File: src/rtl/bin_to_bcd_seq.sv
// -----------------------------------------------------------------------------
// bin_to_bcd_seq
//
// Sequential binary-to-BCD converter using iterative shift-and-add-3
// (double dabble). One unsigned word is accepted over a valid/ready handshake.
// The word is converted over BIN_W clock cycles. The packed BCD result is then
// held on a valid/ready output until the consumer takes it.
//
// Parameters
//   BIN_W   width of the binary operand; also the number of shift iterations
//   DIGITS  number of BCD digits produced; 10**DIGITS must exceed 2**BIN_W - 1
//
// Ports
//   clk        rising-edge clock
//   rst_n      asynchronous active-low reset
//   in_valid   bin is presented for conversion
//   in_ready   block can accept a new word (IDLE)
//   bin        unsigned operand, sampled only on the accept edge
//   out_valid  bcd holds a completed result (DONE)
//   out_ready  consumer takes the result
//   bcd        packed BCD, digit k in bits [4k+3:4k], digit 0 = units
//   busy       high while the conversion is in progress (SHIFT)
//   xs3        (only with BIN_TO_BCD_XS3_EN) excess-3 copy of bcd, valid
//              while out_valid is high
//
// Optional feature macro: BIN_TO_BCD_XS3_EN
// -----------------------------------------------------------------------------
module bin_to_bcd_seq #(
    parameter int BIN_W  = 8,
    parameter int DIGITS = 3
) (
    input  logic                  clk,
    input  logic                  rst_n,
    input  logic                  in_valid,
    output logic                  in_ready,
    input  logic [BIN_W-1:0]      bin,
    output logic                  out_valid,
    input  logic                  out_ready,
    output logic [4*DIGITS-1:0]   bcd,
`ifdef BIN_TO_BCD_XS3_EN
    output logic [4*DIGITS-1:0]   xs3,
`endif
    output logic                  busy
);

    localparam int CNT_W = $clog2(BIN_W + 1);
    localparam int BCD_W = 4 * DIGITS;

    typedef enum logic [1:0] {
        ST_IDLE  = 2'd0,
        ST_SHIFT = 2'd1,
        ST_DONE  = 2'd2
    } state_e;

    // Add 3 to every digit that is 5 or more, so that the following left
    // shift carries correctly into the next decimal digit.
    function automatic logic [BCD_W-1:0] add3_digits(input logic [BCD_W-1:0] acc);
        logic [BCD_W-1:0] res;
        res = acc;
        for (int k = 0; k < DIGITS; k++) begin
            if (acc[4*k +: 4] >= 4'd5) begin
                res[4*k +: 4] = acc[4*k +: 4] + 4'd3;
            end else begin
                res[4*k +: 4] = acc[4*k +: 4];
            end
        end
        return res;
    endfunction

    // Excess-3 encoding of every BCD digit.
    function automatic logic [BCD_W-1:0] plus3_digits(input logic [BCD_W-1:0] acc);
        logic [BCD_W-1:0] res;
        res = acc;
        for (int k = 0; k < DIGITS; k++) begin
            res[4*k +: 4] = acc[4*k +: 4] + 4'd3;
        end
        return res;
    endfunction

    state_e             state_q,     state_d;
    logic [BIN_W-1:0]   bin_q,       bin_d;
    logic [BCD_W-1:0]   acc_q,       acc_d;
    logic [CNT_W-1:0]   cnt_q,       cnt_d;
    logic               in_ready_q,  in_ready_d;
    logic               out_valid_q, out_valid_d;
    logic               busy_q,      busy_d;
`ifdef BIN_TO_BCD_XS3_EN
    logic [BCD_W-1:0]   xs3_q,       xs3_d;
`endif
    logic [BCD_W-1:0]   acc_adj_s;

    // Next-state and next-output computation for the conversion FSM.
    always_comb begin
        state_d     = state_q;
        bin_d       = bin_q;
        acc_d       = acc_q;
        cnt_d       = cnt_q;
        in_ready_d  = in_ready_q;
        out_valid_d = out_valid_q;
        busy_d      = busy_q;
`ifdef BIN_TO_BCD_XS3_EN
        xs3_d       = xs3_q;
`endif
        acc_adj_s   = add3_digits(acc_q);

        case (state_q)
            ST_IDLE: begin
                if (in_valid && in_ready_q) begin
                    state_d    = ST_SHIFT;
                    bin_d      = bin;
                    acc_d      = {BCD_W{1'b0}};
                    cnt_d      = {CNT_W{1'b0}};
                    in_ready_d = 1'b0;
                    busy_d     = 1'b1;
                end else begin
                    state_d    = ST_IDLE;
                end
            end
            ST_SHIFT: begin
                // {acc, bin} shifted left by one; the accumulator's top bit
                // is always zero after adjustment when DIGITS is legal.
                acc_d = BCD_W'({acc_adj_s, bin_q[BIN_W-1]});
                bin_d = {bin_q[BIN_W-2:0], 1'b0};
                cnt_d = cnt_q + {{(CNT_W-1){1'b0}}, 1'b1};
                if (cnt_q == CNT_W'(BIN_W - 1)) begin
                    state_d     = ST_DONE;
                    busy_d      = 1'b0;
                    out_valid_d = 1'b1;
`ifdef BIN_TO_BCD_XS3_EN
                    xs3_d       = plus3_digits(acc_d);
`endif
                end else begin
                    state_d     = ST_SHIFT;
                end
            end
            ST_DONE: begin
                if (out_ready) begin
                    state_d     = ST_IDLE;
                    out_valid_d = 1'b0;
                    in_ready_d  = 1'b1;
                end else begin
                    state_d     = ST_DONE;
                end
            end
            default: begin
                state_d     = ST_IDLE;
                in_ready_d  = 1'b1;
                out_valid_d = 1'b0;
                busy_d      = 1'b0;
            end
        endcase
    end

    // State and output registers; reset abandons any conversion in flight.
    always_ff @(posedge clk or negedge rst_n) begin
        if (!rst_n) begin
            state_q     <= ST_IDLE;
            bin_q       <= {BIN_W{1'b0}};
            acc_q       <= {BCD_W{1'b0}};
            cnt_q       <= {CNT_W{1'b0}};
            in_ready_q  <= 1'b1;
            out_valid_q <= 1'b0;
            busy_q      <= 1'b0;
`ifdef BIN_TO_BCD_XS3_EN
            xs3_q       <= {BCD_W{1'b0}};
`endif
        end else begin
            state_q     <= state_d;
            bin_q       <= bin_d;
            acc_q       <= acc_d;
            cnt_q       <= cnt_d;
            in_ready_q  <= in_ready_d;
            out_valid_q <= out_valid_d;
            busy_q      <= busy_d;
`ifdef BIN_TO_BCD_XS3_EN
            xs3_q       <= xs3_d;
`endif
        end
    end

    assign in_ready  = in_ready_q;
    assign out_valid = out_valid_q;
    assign busy      = busy_q;
    assign bcd       = acc_q;
`ifdef BIN_TO_BCD_XS3_EN
    assign xs3       = xs3_q;
`endif

endmodule
File: config.mk
export PLATFORM = sky130hd
export DESIGN_NAME = bin_to_bcd_seq
export DESIGN_NICKNAME = d
export VERILOG_FILES = /design/src/rtl/bin_to_bcd_seq.sv
export SDC_FILE = /design/constraint.sdc
export NUM_CORES = 1
export LEC_CHECK = 0
export CAP_MARGIN = 5
export CORE_ASPECT_RATIO = 2
export CORE_MARGIN = 2
export CORE_UTILIZATION = 46
export CTS_CLUSTER_SIZE = 40
export DETAILED_ROUTE_END_ITERATION = 7
export PLACE_DENSITY_LB_ADDON = 0.08
export SETUP_SLACK_MARGIN = 0.15
export SLEW_MARGIN = 20
export SYNTH_ARGS = -nofsm -noshare
export SYNTH_HDL_FRONTEND = slang
export SYNTH_SLANG_ARGS = --single-unit
export TNS_END_PERCENT = 1
File: constraint.sdc
create_clock -name clk -period 1.3 [get_ports clk]
set_clock_uncertainty 0.05 [all_clocks]
set_input_delay 0.26 -clock clk [delete_from_list [all_inputs] [get_ports clk]]
set_output_delay 0.26 -clock clk [all_outputs]
set_load 0.01 [all_outputs]
==> metrics.md, run 1 <==
| Metric | Value |
|---|---|
| Fin cells | 247 |
| Layout area overhead | 48.2% |
| PnR worst setup slack | -0.140 ns |
| Post-Syn Area | 1480 µm² |
| Initial Utilization | 0.474 |
| I/O pins | 27 |
| Vias post-DR | 1334 |
| Static leakage power | 1.02 nW |
| Slew Viols, Final | 0 |
| Placed instance count | 237 |
| Mapped Cells | 151 |
| Hold Slack | 0.259 ns |
| HPWL Detailed | 2750 µm |
| Standard-cell rows | 29 |
| Top cell type by total area after synthesis | dfrtp_1 |
| Syn nets | 170 |
| Clock latency at the later pin of the worst-skew pair | 0.28 ns |
| Vias in the first global route | 1420 |
| Seq/Total Area, Yosys | 0.491 |
| Placer Congestion | 0.820 |
| Slew margin rel. | 0.769 |
| CP peak stage delay | 0.54 ns |
| Fin nets | 234 |
| PwrDens | 2060 nW/µm² |
| Share of cells above drive strength 1 | 0.375 |
| Total track usage | 0.227 |
| Port bufs | 26 |
| CP required | 1.41 ns |
| Crit-path slowest cell | dfstp_2 |
| Vias per Instance | 5.40 |
| Clock sink count | 29 |
| Max Buffers Root-to-Sink | 2 |
| CTS buffer count | 5 |
| Largest net degree at the start of global routing | 19 |
| RSZ-0062 raised after global routing | true |
| Unique cell type count in the Yosys netlist | 31 |
| Max-cap check violation count | 0 |
| #FFs+latches synth | 29 |
| Post-route minimum period | 1.44 ns |
| Cells on worst reg2reg path | 4 |
| Drc violations | 0 |
| CORE AREA | 3120 µm² |
| Utilization after layout | 0.703 |
| Syn avg cell area | 9.80 µm² |
| Clock Tree Root | clkbuf_8 |
| First-pass DRT Iterations | 4 |
| Final ANT Viol Nets | 0 |
| Die Area | 3710 µm² |
| CP startpoint kind | flop |
| Kind of critical path | reg -> reg |
| R2R setup slack | -0.14 ns |
| Ys Warns | 0 |
| Max FO, Critical Path | 11 |
| Diodes inserted | 0 |
| Synth area leaders | dfrtp_1, nand2_1, ha_1 |
| Failing checks | setup timing |
| Setup WS pre-CTS | -0.393 ns |
| Setup tns final | -1.90 ns |
| Total wire length after detailed routing | 3710 µm |
| Hold Path Class | in -> async |
| CTS tree | built |
| 1st-iter DRT viols | 17 |
| Setup violators final | 22 |
| Cell Chain, Critical Path | and4bb_1, buf_6, mux2i_2, o21ai_1 |
| Top cell type's share of synthesized area | 0.473 |
| Reg2reg end | bin_q[3] |
| Antenna violations before repair | 0 |
| Maximum VDD drop | 0.00131 V |
| Clock-pin transition on the worst setup and hold timing paths | 0.06 ns |
| Crit. End Element | flop |
| Critical Path AT | 1.55 ns |
| Die Width | 44.1 µm |
| Tightest Pin Transition | 0.346 ns |
| Hold Violations, Final | 0 |
| First-pass GRT wire length | 6340 µm |
| Reg2reg start | in_ready |
| Final worst path period share | 1.11 |
| Max frequency | 0.694 GHz |
| H-tree level count | 2 |
| Gr ovfl total | 0 |
| Status | finished with violations |
| Die Ht | 84.2 µm |
| WL per Instance | 15.0 µm |
## worst max-delay path by stage
stage	from	to	slack, ns	cells after the start
finish	in_ready	bin_q[3]	-0.14	4
global route	in_ready	bin_q[3]	-0.20	4
CTS	in_ready	bcd[7]	-0.14	6
detailed placement	in_valid	bin_q[4]	-0.39	5
global placement	in_valid	bin_q[6]	-0.33	5
floorplan	in_ready	bin_q[5]	-0.13	5
## timing repair
| item | CTS | global route |
|---|---|---|
| pin swaps | 10 | 7 |
| endpoints found under the setup margin | 43 | 38 |
| hold buffers | 0 | 0 |
| gates resized for setup | 86 | 12 |
| buffers inserted | 2 | 0 |
| gates cloned | 0 | 0 |
## cells in the final DEF (no fill, tap or decap), types with 2 or more instances in the layout
master,n
o31ai_1,2
xor2_1,3
a21oi_4,2
buf_4,31
nand2_1,26
buf_2,10
a21oi_1,2
ha_1,3
nand2_2,2
ha_2,4
a21oi_2,2
o21ai_2,3
o21ai_1,15
nor3_1,3
buf_6,9
nor2_1,5
nand3_1,6
dfrtp_1,28
o21ai_0,2
inv_1,8
clkdlybuf4s50_1,11
o311ai_1,2
nand2b_1,3
clkbuf_8,7
mux2i_1,6
xnor2_1,3
## stage by stage
stage               cell area [µm²]  power [mW]
floorplan                      1480        2.43
global placement               2000        3.36
detailed placement             2000        3.45
CTS                            2140        4.42
global route                   2190        4.85
finish                         2190        4.52
## sequential cells by signal, summed over array words and instances (netlist names)
name	cells
state_q	2
bcd	12
cnt_q	4
out_valid	1
bin_q	8
in_ready	1
busy	1
## cells in the mapped netlist
cell type / number
nand4_1: 1
a31oi_1: 1
o21ai_0: 15
xor2_1: 3
o22a_1: 1
buf_6: 2
a21oi_1: 6
mux2i_1: 7
nor2b_1: 1
o21bai_1: 1
ha_1: 7
and4bb_1: 1
nor2_4: 1
o21ai_1: 5
o31ai_1: 3
dfrtp_1: 28
o311ai_0: 1
nor3b_1: 1
nand2b_1: 4
nand3_1: 6
buf_2: 3
nor3_1: 3
dfstp_2: 1
nor2_1: 5
inv_1: 8
o32ai_1: 1
xnor2_1: 3
nand2_1: 28
buf_12: 1
buf_4: 1
o311ai_1: 2
## where the power goes
group	switching, mW	internal (mW)
clock	0.341	0.478
combinational	1.12	1.16
sequential	0.215	1.21
total	1.68	2.84
## routing by layer
| metal | vias to the layer above | track usage | wire length [µm] |
|---|---|---|---|
| met2 | 28 | 0.409 | 2180 |
| met1 | 643 | 0.233 | 1280 |
| met3 | 11 | 0.0452 | 128 |
| li1 | 652 | - | - |
| met4 | 0 | 0.116 | 115 |
| met5 | - | 0 | 0 |
## area by class of cell
| type | instances | area, µm² |
|---|---|---|
| Clock buffer | 7 | 96.3 |
| Clock inverter | 1 | 5.00 |
| Fill cell | 249 | 927 |
| Inverter | 8 | 30.0 |
| Multi-Input combinational cell | 107 | 763 |
| Sequential cell | 29 | 727 |
| Tap cell | 31 | 38.8 |
| Timing Repair Buffer | 64 | 533 |
## kinds of logic after synthesis
| logic type | share of synthesized area |
|---|---|
| buf+inv | 0.0642 |
| flops | 0.491 |
| mux | 0.0473 |
| xor+xnor | 0.0355 |
| fa+ha+maj | 0.0592 |
| simple gates | 0.161 |
| compound gates | 0.142 |
## critical path, delay by kind of cell, from the launching register on
kind | cells | cell delay (ns)
AO/OA/AOI/OAI | 1 | 0.08
flip-flops | 1 | 0.54
AND/OR/NAND/NOR | 1 | 0.24
multiplexers | 1 | 0.24
buffers and inverters | 1 | 0.18
Note: power is estimated with default switching activity, not from simulation.
==> run 2: changes to the inputs <==
--- a/config.mk
+++ b/config.mk
@@ -5,7 +5,6 @@
 export SDC_FILE = /design/constraint.sdc
 export NUM_CORES = 1
 export LEC_CHECK = 0
-export CAP_MARGIN = 5
 export CORE_ASPECT_RATIO = 2
 export CORE_MARGIN = 2
 export CORE_UTILIZATION = 46
==> results of run 2 <==
Final layout, timing and power as in run 1 (identical DEF).
==> run 3: changes to the inputs <==
--- a/config.mk
+++ b/config.mk
@@ -12,7 +12,7 @@
 export DETAILED_ROUTE_END_ITERATION = 7
 export PLACE_DENSITY_LB_ADDON = 0.08
 export SETUP_SLACK_MARGIN = 0.15
-export SLEW_MARGIN = 20
+export SLEW_MARGIN = 25
 export SYNTH_ARGS = -nofsm -noshare
 export SYNTH_HDL_FRONTEND = slang
 export SYNTH_SLANG_ARGS = --single-unit
==> results of run 3 <==
Final layout, timing and power as in run 1 (identical DEF).
